--- config.mk ---
export PLATFORM = sky130hd
export DESIGN_NAME = seven_seg_decoder
export DESIGN_NICKNAME = d
export VERILOG_FILES = /design/src/rtl/seven_seg_pkg.sv /design/src/rtl/seg_pattern_decode.sv /design/src/rtl/seven_seg_decoder.sv
export SDC_FILE = /design/constraint.sdc
export NUM_CORES = 1
export LEC_CHECK = 0
export ABC_CLOCK_PERIOD_IN_PS = 5300
export BUFFER_PORTS_ARGS = -buffer_cell sky130_fd_sc_hd__clkbuf_2
export CAP_MARGIN = 0
export CORE_MARGIN = 2
export CORE_UTILIZATION = 53
export CTS_CLUSTER_SIZE = 16
export DETAILED_ROUTE_END_ITERATION = 12
export PLACE_DENSITY = 0.79
export RECOVER_POWER = 50
export SETUP_SLACK_MARGIN = 0.05
export SLEW_MARGIN = 30
export SYNTH_ARGS = -nofsm -noshare
export SYNTH_HDL_FRONTEND = slang
export SYNTH_HIERARCHICAL = 1
export SYNTH_SLANG_ARGS = --single-unit
export TNS_END_PERCENT = 20
--- constraint.sdc ---
create_clock -name clk -period 5.3 [get_ports clk]
set_clock_uncertainty 0.1 [all_clocks]
set_input_delay 0.53 -clock clk [delete_from_list [all_inputs] [get_ports clk]]
set_output_delay 0.53 -clock clk [all_outputs]
set_load 0.02 [all_outputs]
--- src/rtl/seven_seg_pkg.sv ---
// Shared segment patterns, FSM encoding and anode helpers for the
// seven-segment scan decoder.
package seven_seg_pkg;

  typedef enum logic [1:0] {
    WAIT   = 2'd0,
    SETTLE = 2'd1,
    HELD   = 2'd2
  } segState_t;

  // Active-low cathode patterns, bit0=a .. bit6=g
  localparam logic [6:0] SEG_0     = 7'h40;
  localparam logic [6:0] SEG_1     = 7'h79;
  localparam logic [6:0] SEG_2     = 7'h24;
  localparam logic [6:0] SEG_3     = 7'h30;
  localparam logic [6:0] SEG_4     = 7'h19;
  localparam logic [6:0] SEG_5     = 7'h12;
  localparam logic [6:0] SEG_6     = 7'h02;
  localparam logic [6:0] SEG_7     = 7'h78;
  localparam logic [6:0] SEG_8     = 7'h00;
  localparam logic [6:0] SEG_9     = 7'h10;
  localparam logic [6:0] SEG_A     = 7'h08;
  localparam logic [6:0] SEG_B     = 7'h03;
  localparam logic [6:0] SEG_C     = 7'h46;
  localparam logic [6:0] SEG_D     = 7'h21;
  localparam logic [6:0] SEG_E     = 7'h06;
  localparam logic [6:0] SEG_F     = 7'h0E;
  localparam logic [6:0] SEG_BLANK = 7'h7F;

  function automatic logic oneLow(input logic [7:0] an);
    logic [7:0] lo;
    lo = ~an;
    return (lo != 8'd0) && ((lo & (lo - 8'd1)) == 8'd0);
  endfunction

  function automatic logic [2:0] lowIndex(input logic [7:0] an);
    logic [2:0] idx;
    idx = 3'd0;
    for (int i = 0; i < 8; i++)
      if (!an[i]) idx = 3'(i);
    return idx;
  endfunction

endpackage

--- src/rtl/seg_pattern_decode.sv ---
// Cathode pattern to BCD nibble; hex letters decode only when
// SEVEN_SEG_DECODER_HEX_EN is defined.
module seg_pattern_decode
  import seven_seg_pkg::*;
(
  input  logic [6:0] seg,
  output logic [3:0] nibble,
  output logic       blank,
  output logic       err
);

  always_comb begin
    nibble = 4'h0;
    blank  = 1'b0;
    err    = 1'b0;
    case (seg)
      SEG_0:     nibble = 4'h0;
      SEG_1:     nibble = 4'h1;
      SEG_2:     nibble = 4'h2;
      SEG_3:     nibble = 4'h3;
      SEG_4:     nibble = 4'h4;
      SEG_5:     nibble = 4'h5;
      SEG_6:     nibble = 4'h6;
      SEG_7:     nibble = 4'h7;
      SEG_8:     nibble = 4'h8;
      SEG_9:     nibble = 4'h9;
`ifdef SEVEN_SEG_DECODER_HEX_EN
      SEG_A:     nibble = 4'hA;
      SEG_B:     nibble = 4'hB;
      SEG_C:     nibble = 4'hC;
      SEG_D:     nibble = 4'hD;
      SEG_E:     nibble = 4'hE;
      SEG_F:     nibble = 4'hF;
`endif
      SEG_BLANK: blank  = 1'b1;
      default:   err    = 1'b1;
    endcase
  end

endmodule

--- src/rtl/seven_seg_decoder.sv ---
// Recovers an 8-digit value from a multiplexed 7-segment scan.
// Hex digits are accepted when SEVEN_SEG_DECODER_HEX_EN is defined.
module seven_seg_decoder
  import seven_seg_pkg::*;
#(
  parameter int STABLE_CYCLES  = 16,
  parameter int TIMEOUT_CYCLES = 1048576
) (
  input  logic        clk,
  input  logic        reset,
  input  logic [7:0]  anode,
  input  logic [6:0]  cathode,
  input  logic        dp,
  output logic [31:0] data,
  output logic [7:0]  dp_mask,
  output logic [7:0]  blank_mask,
  output logic [7:0]  err_mask,
  output logic        frame_valid,
  output logic        stale
);

  localparam int SW = $clog2(STABLE_CYCLES + 1);
  localparam int TW = $clog2(TIMEOUT_CYCLES + 1);

  logic [7:0]      sAnode, pAnode;
  logic [6:0]      sCath, pCath;
  logic            sDp, pDp;
  segState_t       state, stateNext;
  logic [SW-1:0]   stCnt, stCntNext;
  logic [TW-1:0]   toCnt;
  logic [7:0]      collected, collectedNext;
  logic [7:0][3:0] shData;
  logic [7:0]      shDp, shBlank, shErr;

  logic       sampleValid, changed, capture, toHit, full;
  logic [2:0] idx;
  logic [3:0] decNib;
  logic       decBlank, decErr;

  seg_pattern_decode uDecode (
    .seg    (sCath),
    .nibble (decNib),
    .blank  (decBlank),
    .err    (decErr)
  );

  assign sampleValid = oneLow(sAnode);
  assign changed = {sAnode, sCath, sDp} != {pAnode, pCath, pDp};
  assign idx = lowIndex(sAnode);
  assign full = collected == 8'hFF;

  always_comb begin
    stateNext = state;
    stCntNext = stCnt;
    capture   = 1'b0;
    if (!sampleValid) begin
      stateNext = WAIT;
      stCntNext = '0;
    end else if (state == WAIT || changed) begin
      stateNext = SETTLE;
      stCntNext = SW'(1);
    end else if (state == SETTLE) begin
      stCntNext = stCnt + SW'(1);
    end
    if (stateNext == SETTLE && stCntNext == SW'(STABLE_CYCLES)) begin
      capture   = 1'b1;
      stateNext = HELD;
    end
  end

  // A capture in the same cycle as the timeout wins
  assign toHit = !capture && (toCnt == TW'(TIMEOUT_CYCLES - 1));

  always_comb begin
    collectedNext = (full || toHit) ? 8'h00 : collected;
    if (capture) collectedNext[idx] = 1'b1;
  end

  always_ff @(posedge clk or posedge reset) begin
    if (reset) begin
      sAnode      <= 8'hFF;
      pAnode      <= 8'hFF;
      sCath       <= SEG_BLANK;
      pCath       <= SEG_BLANK;
      sDp         <= 1'b1;
      pDp         <= 1'b1;
      state       <= WAIT;
      stCnt       <= '0;
      toCnt       <= '0;
      collected   <= 8'h00;
      shData      <= '0;
      shDp        <= 8'h00;
      shBlank     <= 8'h00;
      shErr       <= 8'h00;
      data        <= 32'h0;
      dp_mask     <= 8'h00;
      blank_mask  <= 8'h00;
      err_mask    <= 8'h00;
      frame_valid <= 1'b0;
      stale       <= 1'b1;
    end else begin
      sAnode      <= anode;
      sCath       <= cathode;
      sDp         <= dp;
      pAnode      <= sAnode;
      pCath       <= sCath;
      pDp         <= sDp;
      state       <= stateNext;
      stCnt       <= stCntNext;
      collected   <= collectedNext;
      frame_valid <= 1'b0;
      if (capture)
        toCnt <= '0;
      else if (toCnt != TW'(TIMEOUT_CYCLES))
        toCnt <= toCnt + TW'(1);
      if (capture) begin
        shData[idx]  <= decNib;
        shDp[idx]    <= ~sDp;
        shBlank[idx] <= decBlank;
        shErr[idx]   <= decErr;
      end
      if (full) begin
        data        <= shData;
        dp_mask     <= shDp;
        blank_mask  <= shBlank;
        err_mask    <= shErr;
        frame_valid <= 1'b1;
        stale       <= 1'b0;
      end else if (toHit) begin
        stale <= 1'b1;
      end
    end
  end

endmodule
## After elaboration in Yosys (flattened, before gate mapping)

Cells that the tools add are included.

- Bits in registers: 182
- Logic and storage cells: 99

- Add/sub/neg operators: 3
- $lt $le $gt $ge: 2
- Equality and inequality tests: 17
- Multiplexer cells: 32
- Bitwise logic cells: 4
- Reductions and logical operators: 14

Operator list:

| kind | number |
|---|---|
| $mux 21 | 2 |
| $pmux 4 s9 | 1 |
| $bwmux 32 | 1 |
| $eq 7x7->1 const B | 4 |
| $bwmux 8 | 3 |
| $add 21x1->21 const B | 1 |
| $eq 21x20->1 const B | 1 |
| $eq 7x5->1 const B | 3 |
| $ne 21x21->1 const B | 1 |
| $mux 3 | 6 |
| $mux 8 | 2 |
| $ne 16x16->1 | 1 |
| $mux 5 | 3 |
| $eq 7x6->1 const B | 2 |
| $demux 4 s3 | 1 |
| $reduce_or 11->1 | 1 |
| $and 8x8->8 | 1 |
| $eq 8x8->1 const B | 1 |
| $logic_not 8->1 | 1 |
| $mux 1 | 8 |
| $not 8->8 | 1 |
| $or 8x8->8 | 1 |
| $reduce_bool 8->1 | 1 |
| $sub 8x1->8 const B | 1 |
| other kinds (16) | 24 |

## Logic depth before layout (Yosys ltp)

Gate-level depths: netlist (run 1).

- Depth in word-level cells: 15
- Gate-level depth with buffers: 8
- Gate-level depth less buffers: 7

## By module

The synthesis (run 1) kept the hierarchy.

By module, submodules not included:

| module | times used | cells each | area an instance (sq um) | seq. area each (sq um) |
|---|---|---|---|---|
| seven_seg_decoder | 1 | 625 | 7,323.3 | 4,595.7 |
| seg_pattern_decode | 1 | 28 | 191.4 | 0.0 |

## Least setup slack after synthesis (run 1)

OpenSTA, ideal clock, no wires.

- Kind: reg2reg
- Start point: register sDp
- End point: register shBlank[2]
- Arrival: 2,469 ps
- Data required time: 5,075 ps
- Path slack: 2,607 ps
- Stages on the path, launching flop included: 8
- Path buffers: 2
- Path through: dfstp_2 buf_2 xnor2_1 nand4_1 or4_1 buf_6 nor4_4 mux2_2

- Cells in the longest elaborated chain, start to end: 7
- Elaborated cells on any way between the ends: 10
- Classes of those cells: eq/ne (3); mux (5); reduce/logical (2)

RTL lines:

| what | RTL line | text |
|---|---|---|
| start, declared | seven_seg_decoder.sv:27 | `logic sDp, pDp;` |
| start signal, assigned | seven_seg_decoder.sv:104 | `sDp <= dp;` |
| $ne 16x16->1 (*) | seven_seg_decoder.sv:48 | `assign changed = {sAnode, sCath, sDp} != {pAnode, pCath, pDp};` |
| $logic_or 1x1->1 (*) | seven_seg_decoder.sv:59 | `end else if (state == WAIT \|\| changed) begin` |
| $mux 5 or $mux 2 (tied branches) | seven_seg_decoder.sv:59 |  |
| $mux 5 or $mux 2 (tied branches) | seven_seg_decoder.sv:56 | `if (!sampleValid) begin` |
| $eq 5x5->1 or $eq 2x1->1 (tied branches) | seven_seg_decoder.sv:65 | `if (stateNext == SETTLE && stCntNext == SW'(STABLE_CYCLES)) begin` |
| $logic_and 1x1->1 (*) | seven_seg_decoder.sv:65 |  |
| $mux 1 (*) | seven_seg_decoder.sv:65 |  |
| end signal, assigned by index | seven_seg_decoder.sv:119 | `shBlank[idx] <= decBlank;` |
| end, declared | seven_seg_decoder.sv:33 | `logic [7:0] shDp, shBlank, shErr;` |

Mark *: on every way between the ends. The rest lies on a longest branch, timed or not.
A chain may end at the register's enable or synchronous reset.

## Worst setup path after layout (run 1)

- Start point: register sCath[6]
- End point: register shData[15] (netlist bit)

- Cells in the longest elaborated chain, start to end: 7
- Elaborated cells on any way between the ends: 21
- Classes of those cells: eq/ne (11); mux (7); reduce/logical (3)

RTL lines:

| what | RTL line | text |
|---|---|---|
| start, declared | seven_seg_decoder.sv:26 | `logic [6:0] sCath, pCath;` |
| start signal, assigned | seven_seg_decoder.sv:103 | `sCath <= cathode;` |
| $ne 16x16->1 | seven_seg_decoder.sv:48 |  |
| $logic_or 1x1->1 | seven_seg_decoder.sv:59 |  |
| $mux 5 or $mux 2 (tied branches) | seven_seg_decoder.sv:59 |  |
| $mux 5 or $mux 2 (tied branches) | seven_seg_decoder.sv:56 |  |
| $eq 5x5->1 or $eq 2x1->1 (tied branches) | seven_seg_decoder.sv:65 |  |
| $logic_and 1x1->1 | seven_seg_decoder.sv:65 |  |
| $mux 1 | seven_seg_decoder.sv:65 |  |
| end signal, assigned by index | seven_seg_decoder.sv:117 | `shData[idx] <= decNib;` |
| end, declared | seven_seg_decoder.sv:32 | `logic [7:0][3:0] shData;` |

Several ways; a longest one is shown, not always the timed one.

==> impl_summary.log, run 1 <==
INFO  metric grt_overflow = 0
INFO  metric syn2layout_area_growth = 15.7%
INFO  metric dpl-instance-area = slightly above 8000 um^2
INFO  metric design.portCount = 76
INFO  metric synth_top_flop_cell = sky130_fd_sc_hd__dfrtp_1
INFO  metric p_per_area = between 300 and 400 nW/um^2
INFO  metric setup.worst_path.class = flip-flop to flip-flop
INFO  metric cp_max_fo = 12
INFO  metric clkLatencyLatePin = about 0.43 ns
INFO  metric cts-resized-gates = 0
INFO  metric timing.reg2reg.worst_path_depth = 5
INFO  metric grt_first_pass_wirelength = about 25000 um
INFO  metric grt_antenna_before_repair = 0
INFO  metric tightestPinTransition = 2.77 ns
INFO  metric nNetsFinal = 749
INFO  metric detail_route.wirelength = 15500 um
INFO  metric synthCells = 653
INFO  metric critPathArrivalTime = between 3 and 4 ns
INFO  metric drive_gt1_share = between 20% and 30%
INFO  metric floorplan.initialDensity = a little over half
INFO  metric clk_sinks = 182
INFO  metric grt_use_met2 = between 30% and 40%
INFO  metric register_area = between 4000 and 5000 um^2
INFO  metric synth-async-reset-ratio = 100%
INFO  metric clock_tree.buffer_depth = 2
INFO  metric fin_setup_tns = 0 ns
INFO  metric netlist_area = between 7000 and 8000 um^2
INFO  metric met3_track_usage_gr = under 10%
INFO  metric drt_first_iter_violations = between 300 and 400
INFO  metric failing_checks = max-capacitance violations, max-slew violations
INFO  metric crit-reg2reg-capture = shData[15]
INFO  metric clock_root_buffer = sky130_fd_sc_hd__clkbuf_16
INFO  metric clkTransAtPathRegs = around 0.070 ns
INFO  metric diodes = 0
INFO  metric dieArea = ~15000 um^2
INFO  metric termination_of_the_worst_setup_path = shData[15]
INFO  metric cts.hold.buffers_added = 0
INFO  metric p_leak = 4.29 nW
INFO  metric drt_pass1_iterations = 4
INFO  metric grt_busiest_layer = met2
INFO  metric reg2reg_setup_slack = 1.94 ns
INFO  metric h-tree-depth = 4
INFO  metric synth_seq_cells = ~180
INFO  metric fillers = 1074
INFO  metric yosys.cell_types.count = slightly below 50
INFO  metric cts.repair_timing.setup_buffer_count = 0
INFO  metric met1_usage = about 29%
INFO  metric ant_nets = 0
INFO  metric headroom_to_the_max_slew_limit = -84.4%
INFO  metric grt_pass1_vias = ~5000
INFO  metric critical_path.startpoint_type = flip-flop
INFO  metric post_route_design_area = slightly below 9000 um^2
INFO  metric clock_tree_from_tritoncts = yes
INFO  metric critical_path_launch_point = sCath[6]
INFO  metric worst_setup_path_end_kind = flip-flop
INFO  metric timing_max_transition_violations_final = around 50
INFO  metric final-setup-viol-count = 0
INFO  metric post_drt_via_cell_ratio = between 5 and 6
INFO  metric grt_start_max_net_pins = ~180
INFO  metric tritoncts.num_buffers = 17
INFO  metric ys.warnings.count = 6
INFO  metric final.min_clock_period = 3.36 ns
INFO  metric num_vias = about 5100
INFO  metric final.period_utilization = 63.5%
INFO  metric vdd_drop_max = between 0.2 and 0.25 mV
INFO  metric timing.hold.worst.class = input pin to flip-flop
INFO  metric placement_rows = between 40 and 50
INFO  metric multi_input_area = 2740 um^2
INFO  metric synth_seq_area_share = 61.2%
INFO  metric outcome = complete, but fails checks
INFO  metric finalHoldViolCount = 0
INFO  metric timing.rr.start = sCath[6]
INFO  metric mappedNetlistNets = 674
INFO  metric drv_cap = 1
INFO  metric gr-usage-all-layers = a little over a fifth
INFO  metric post_synth.cell_area_avg = approximately 12 um^2
INFO  metric fmax = ~300 MHz
INFO  metric drt_drc_violations_left = 0
INFO  metric place_congestion = ~0.83
INFO  metric synth_enable_flop_cells = 0
INFO  metric routedWlPerCell = between 15 and 20 um
INFO  metric core_region_area = ~14000 um^2
INFO  metric floorplan.die.height = about 120 um
INFO  metric worst_ep_required_time = around 5.5 ns
INFO  metric rsz0062_at_grt = false
INFO  metric dp_hpwl = 9760 um
INFO  metric chipWidth = between 100 and 150 um
INFO  metric portBuffers = 75
layout by cell type (no fill, tap or decap), types with 3 or more instances in the layout:
cell                         synthesis  final
sky130_fd_sc_hd__nand2_1           168    168
sky130_fd_sc_hd__dfrtp_1           149    149
sky130_fd_sc_hd__clkbuf_2            0     73
sky130_fd_sc_hd__mux2_2             48     48
sky130_fd_sc_hd__nor2_1             32     32
sky130_fd_sc_hd__xnor2_1            28     28
sky130_fd_sc_hd__inv_1              19     18
sky130_fd_sc_hd__nand4_1            17     17
sky130_fd_sc_hd__clkbuf_16           0     17
sky130_fd_sc_hd__dfstp_2            33     17
sky130_fd_sc_hd__dfstp_1             0     16
sky130_fd_sc_hd__xor2_1             14     14
sky130_fd_sc_hd__o21ai_0            13     13
sky130_fd_sc_hd__mux2i_1            10     10
sky130_fd_sc_hd__nor4_4              7      8
sky130_fd_sc_hd__nand3_1             8      8
sky130_fd_sc_hd__nor3_1              8      7
sky130_fd_sc_hd__a21oi_1             6      6
sky130_fd_sc_hd__nor4_1              8      6
sky130_fd_sc_hd__o21bai_1            6      6
sky130_fd_sc_hd__and3_1              6      6
sky130_fd_sc_hd__buf_4               0      5
sky130_fd_sc_hd__or4_1               4      4
sky130_fd_sc_hd__a31oi_1             4      4
sky130_fd_sc_hd__clkbuf_1           14      4
sky130_fd_sc_hd__nand3b_1            3      3
sky130_fd_sc_hd__clkinvlp_4          0      3
sky130_fd_sc_hd__and4_1              3      3
sky130_fd_sc_hd__ha_1                3      3
sky130_fd_sc_hd__inv_6               0      3
sky130_fd_sc_hd__inv_8               0      3
sky130_fd_sc_hd__bufinv_16           0      3
cell type report:
cell class | instances | share of cell area [%]
flip-flops and latches | 182 | 52.9
inverters | 19 | 0.864
clock inverters | 14 | 2.16
repair buffers | 82 | 5.08
clock buffers | 18 | 4.94
multi-input cells | 426 | 31.5
well taps | 180 | 2.59
worst max-delay path, cell delays in order, from the launching register on:
cell                      delay (ns)
sky130_fd_sc_hd__dfstp_1        0.74
sky130_fd_sc_hd__xnor2_1        0.17
sky130_fd_sc_hd__nand4_1        0.14
sky130_fd_sc_hd__or4_1          0.89
sky130_fd_sc_hd__nor4_4         0.78
sky130_fd_sc_hd__mux2_2         0.42
metal layers:
metal	part of all wire, %	vias up
met5	0	-
met4	1.8	0
met3	4.1	26
met2	50	138
met1	44	2573
li1	-	2354
Yosys cell counts, types with 8 or more instances:
library cell,instances,area [um^2]
sky130_fd_sc_hd__nand2_1,168,631
sky130_fd_sc_hd__dfrtp_1,149,3730
sky130_fd_sc_hd__mux2_2,48,541
sky130_fd_sc_hd__dfstp_2,33,867
sky130_fd_sc_hd__nor2_1,32,120
sky130_fd_sc_hd__xnor2_1,28,245
sky130_fd_sc_hd__inv_1,19,71.3
sky130_fd_sc_hd__nand4_1,17,106
sky130_fd_sc_hd__clkbuf_1,14,52.6
sky130_fd_sc_hd__xor2_1,14,123
sky130_fd_sc_hd__o21ai_0,13,65.1
sky130_fd_sc_hd__mux2i_1,10,100
sky130_fd_sc_hd__nand3_1,8,40.0
sky130_fd_sc_hd__nor3_1,8,40.0
sky130_fd_sc_hd__nor4_1,8,50.1
registers in the layout, indices dropped and copies added, names as in the netlist, 7 cells and up:
name        flops
shErr           8
pAnode          8
err_mask        8
sAnode          8
shData         32
toCnt          21
shDp            8
pCath           7
shBlank         8
dp_mask         8
data           32
sCath           7
blank_mask      8
collected       8
per-stage QoR:
step | worst slack [ns] | cells | util [%] | hold slack [ns] | power [mW]
6_report | 1.94 | 921 | 62.6 | 0.0748 | 2.81
5_1_grt | 1.77 | 921 | 62.6 | 0.0647 | 2.91
4_1_cts | 2.07 | 920 | 62.5 | 0.0542 | 2.84
3_5_place_dp | 2.10 | 888 | 58.0 | 0.294 | 1.52
3_3_place_gp | 2.17 | 888 | 58.0 | 0.290 | 1.52
2_1_floorplan | 2.36 | 653 | - | 0.252 | 1.50
kinds of logic (layout without fill, tap and decap cells):
| group | count (synthesis) | after routing | share of synthesized area [%] |
|---|---|---|---|
| AND/OR/NAND/NOR | 281 | 281 | 18.4 |
| XOR/XNOR | 42 | 42 | 4.90 |
| buffers and inverters | 45 | 133 | 2.76 |
| AO/OA/AOI/OAI | 41 | 41 | 3.65 |
| adder cells (fa/ha/maj) | 4 | 4 | 0.633 |
| flip-flops | 182 | 182 | 61.2 |
| multiplexers | 58 | 58 | 8.52 |
power breakdown:
part	internal, mW	switching [mW]
registers	1.41	0.0191
logic	0.0229	0.0450
clock network	0.756	0.561
how the worst min path moves through the flow:
stage	start	to	slack, ns	cells past startpoint
global placement	sAnode[1]	pAnode[1]	0.29	0
global route	cathode[2]	sCath[2]	0.06	1
detailed placement	sAnode[5]	pAnode[5]	0.29	0
finish	cathode[3]	sCath[3]	0.07	1
floorplan	sAnode[4]	pAnode[4]	0.25	0
CTS	cathode[6]	sCath[6]	0.05	1
Power figures use the tool's default switching activity.
==> run 2, diff against run 1 <==
- ABC_AREA: not set -> 1
- ABC_CLOCK_PERIOD_IN_PS: 5300 -> 2910
- PLACE_DENSITY: 0.79 -> 0.78
- clock period: 5.3 -> 2.91 ns (I/O delays scaled with it)
==> impl_summary.log, run 2 <==
INFO  metric outcome = complete, but fails checks
INFO  metric failing_checks = max-capacitance violations, max-slew violations
INFO  metric routedWlPerCell = 14.3 um
INFO  metric num_vias = 6449
INFO  metric drive_gt1_share = roughly 16%
INFO  metric timing.reg2reg.worst_path_depth = 14
INFO  metric critical_path.startpoint_type = flip-flop
INFO  metric synth-async-reset-ratio = 100%
INFO  metric holdPathStages = 0
INFO  metric pwr-share-clk = around 44%
INFO  metric nNetsFinal = roughly 1000
INFO  metric max_stage_delay = 0.71 ns
INFO  metric floorplan.initialDensity = approximately 54%
INFO  metric drt_pass1_iterations = 5
INFO  metric drv_cap = 1
INFO  metric clock_tree.buffer_depth = 2
INFO  metric synth_top_family_by_area = simple AND/OR/NAND/NOR gates
INFO  metric synthDominantAreaCellType = sky130_fd_sc_hd__dfrtp_1
INFO  metric register_area = approximately 4600 um^2
INFO  metric ant_nets = 0
INFO  metric grt_start_max_net_pins = 120
INFO  metric p_leak = ~5.0 nW
INFO  metric drt_first_iter_violations = roughly 560
INFO  metric netlist_area = 8070 um^2
INFO  metric layout_top_registers = data x32, shData x32, toCnt x21
INFO  metric crit_family = simple AND/OR/NAND/NOR gates
INFO  metric diodes = 0
INFO  metric place_congestion = slightly above 0.8
INFO  metric post_synth.cell_area_avg = 8.62 um^2
INFO  metric fin_cells = about 1200
INFO  metric timing.hold.worst.class = flip-flop to flip-flop
INFO  metric ys.warnings.count = 6
INFO  metric clock_tree_from_tritoncts = yes
INFO  metric critical_path.cell_chain = inv_4 > nand2_2 > nand2_1 > nor2_1 > nand2_1 > nor2_2 > nand3_2 > nor2_4 > nand4_2 > nor2_4 > buf_4 > nand3_4 > nand2_1 > nand2_1
INFO  metric p_per_area = between 500 and 600 nW/um^2
INFO  metric power_report.internal_total = about 3.9 mW
INFO  metric headroom_to_the_max_slew_limit = -3.34%
INFO  metric clock_root_buffer = sky130_fd_sc_hd__clkbuf_16
INFO  metric design.portCount = 76
INFO  metric synth_fa_ha_area_share = 0.465%
INFO  metric worst_setup_path_end_kind = flip-flop
INFO  metric final.period_utilization = approximately nine tenths
INFO  metric chipWidth = 127 um
INFO  metric synth.area.top_cells = sky130_fd_sc_hd__dfrtp_1 46%, sky130_fd_sc_hd__nand2_1 18%, sky130_fd_sc_hd__dfstp_2 11%
INFO  metric dieArea = approximately 16000 um^2
INFO  metric h-tree-depth = 4
INFO  metric tritoncts.num_buffers = 17
INFO  metric dp_hpwl = 11300 um
INFO  metric syn2layout_area_growth = 15.2%
INFO  metric share_comb_of_total_power = under 10%
INFO  metric worst_ep_required_time = ~3.1 ns
INFO  metric final_critical_path_setup_slack = 0.342 ns
INFO  metric drt_drc_violations_left = 0
INFO  metric grt_pass1_vias = slightly above 6000
INFO  metric grt_overflow = 0
INFO  metric cp_num_buf_inv = 2
INFO  metric core_region_area = around 15000 um^2
INFO  metric yosys.area_share.simple = 32.8%
INFO  metric final-setup-viol-count = 0
INFO  metric synth_common_cells = 397 x sky130_fd_sc_hd__nand2_1, 149 x sky130_fd_sc_hd__dfrtp_1, 80 x sky130_fd_sc_hd__nor2_1
INFO  metric layout.cells.most_common = sky130_fd_sc_hd__nand2_1
INFO  metric fillers = around 1200
INFO  metric critPathArrivalTime = ~2.8 ns
INFO  metric fin_setup_tns = 0 ns
INFO  metric synth_enable_flop_cells = 0
INFO  metric proportion_of_synthesized_area_in_mux_cells = 0%
INFO  metric dpl.cell_count = 1177
INFO  metric portBuffers = 75
INFO  metric setup.worst_path.class = flip-flop to flip-flop
INFO  metric timing_max_transition_violations_final = between 100 and 150
INFO  metric finalHoldViolCount = 0
INFO  metric synth_seq_cells = 182
INFO  metric netlist.area_leader.share = 46.2%
INFO  metric clkLatencyLatePin = between 0.4 and 0.5 ns
INFO  metric layout_common_cells = 396 x sky130_fd_sc_hd__nand2_1, 149 x sky130_fd_sc_hd__dfrtp_1, 80 x sky130_fd_sc_hd__nor2_1
INFO  metric final.min_clock_period = 2.57 ns
INFO  metric pre_cts_slack = roughly 0.44 ns
INFO  metric synth_top_flop_cell = sky130_fd_sc_hd__dfrtp_1
INFO  metric number_of_stages_on_the_worst_setup_path = 14
INFO  metric power_switching = around 1.1 mW
INFO  metric dominant_cell_type_by_count_on_the_critical_path = sky130_fd_sc_hd__nand2_1
INFO  metric xor_xnor_portion_of_the_synthesized_cell_area = approximately 1.8%
INFO  metric seq_power_share = just over 50%
INFO  metric floorplan.die.height = 127 um
INFO  metric multi_input_area = around 3000 um^2
INFO  metric grt_first_pass_wirelength = ~29000 um
INFO  metric synthCells = roughly 940
INFO  metric grt_antenna_before_repair = 0
INFO  metric yosys.cell_count.top_type = sky130_fd_sc_hd__nand2_1
INFO  metric synthesized_area_fraction_occupied_by_ao_oa_aoi_and_oai_cells = under 10%
INFO  metric clk_sinks = between 150 and 200
INFO  metric post_drt_via_cell_ratio = between 5 and 6
INFO  metric cp_max_fo = 23
INFO  metric critical-path-slowest-cell = sky130_fd_sc_hd__dfstp_1
INFO  metric yosys.cell_types.count = 38
INFO  metric tightestPinTransition = ~1.6 ns
INFO  metric placement_rows = 45
INFO  metric vdd_drop_max = approximately 0.46 mV
INFO  metric gr-usage-all-layers = a little under a quarter
INFO  metric rsz0062_at_grt = false
INFO  metric cts.repair_timing.setup_buffer_count = 0
INFO  metric clkTransAtPathRegs = roughly 0.070 ns
INFO  metric mappedNetlistNets = between 900 and 1000
INFO  metric synth_seq_area_share = a little under three fifths
INFO  metric proportion_of_total_power_due_to_net_switching = 22.7%
INFO  metric detail_route.wirelength = roughly 18000 um
INFO  metric fmax = about 400 MHz
## run 2: changes by cell type in the layout (fill, tap and decap cells not counted), sizes merged, moves of 17 or more
cell | previous run | this run
xnor2 | 28 | 6
nand3 | 8 | 37
nand4 | 17 | 60
nand2 | 168 | 404
mux2 | 48 | 0
dlygate4sd3 | 0 | 17
nor2 | 32 | 87
inv | 24 | 73
## run 2: power by group through the flow
stage / logic [mW] / clock network (mW) / registers, mW
5_1_grt: 0.231 / 2.37 / 2.60
4_1_cts: 0.212 / 2.25 / 2.60
2_1_floorplan: 0.135 / 0 / 2.64
6_report: 0.202 / 2.22 / 2.60
3_3_place_gp: 0.191 / 0 / 2.64
3_5_place_dp: 0.193 / 0 / 2.65
## run 2: area by class of cell
cell class                      count  area share, %
Clock inverter                     10           1.04
Multi-Input combinational cell    646           32.0
Inverter                           74           3.03
Timing Repair Buffer              104           6.89
Sequential cell                   182           49.4
Tap cell                          188           2.53
Clock buffer                       22           5.10
## run 2: worst paths after layout
kind                       startpoint          to  slack (ns)
setup / recovery            sAnode[6]  shBlank[1]        0.34
hold / removal              sAnode[0]   pAnode[0]        0.30
setup reg to reg            sAnode[6]  shBlank[1]        0.34
hold reg to reg             sAnode[0]   pAnode[0]        0.30
max in group asynchronous       reset  shData[26]        0.85
min in group asynchronous       reset     data[1]        0.82
## run 2: per-layer routing
layer / up-vias / wire (um) / track usage, %
li1: 3133 / - / -
met1: 3105 / 7760 / 31.2
met2: 169 / 8650 / 35.9
met3: 42 / 776 / 4.65
met4: 0 / 394 / 10.3
met5: - / 0 / 0
## run 2: through the flow
| stage | hold WS [ns] | utilization, % | power (mW) | instance area, um^2 |
|---|---|---|---|---|
| final | 0.305 | 61.9 | 5.02 | 9300 |
| after global routing | 0.312 | 61.9 | 5.20 | 9300 |
| after CTS | 0.288 | 62.1 | 5.06 | 9330 |
| after detailed placement | 0.279 | 57.2 | 2.84 | 8590 |
| after global placement | 0.279 | 57.2 | 2.84 | 8590 |
| after floorplan | 0.195 | - | 2.77 | 8080 |
## run 2: logic make-up after synthesis
| family | after synthesis |
|---|---|
| buffers and inverters | 108 |
| AND/OR/NAND/NOR | 604 |
| adder cells (fa/ha/maj) | 3 |
| XOR/XNOR | 17 |
| flip-flops | 182 |
| AO/OA/AOI/OAI | 22 |
## run 2: timing repair
action,in CTS,in global routing
hold buffers,17,0
resized for setup,0,0
endpoints found under the hold margin,80,0
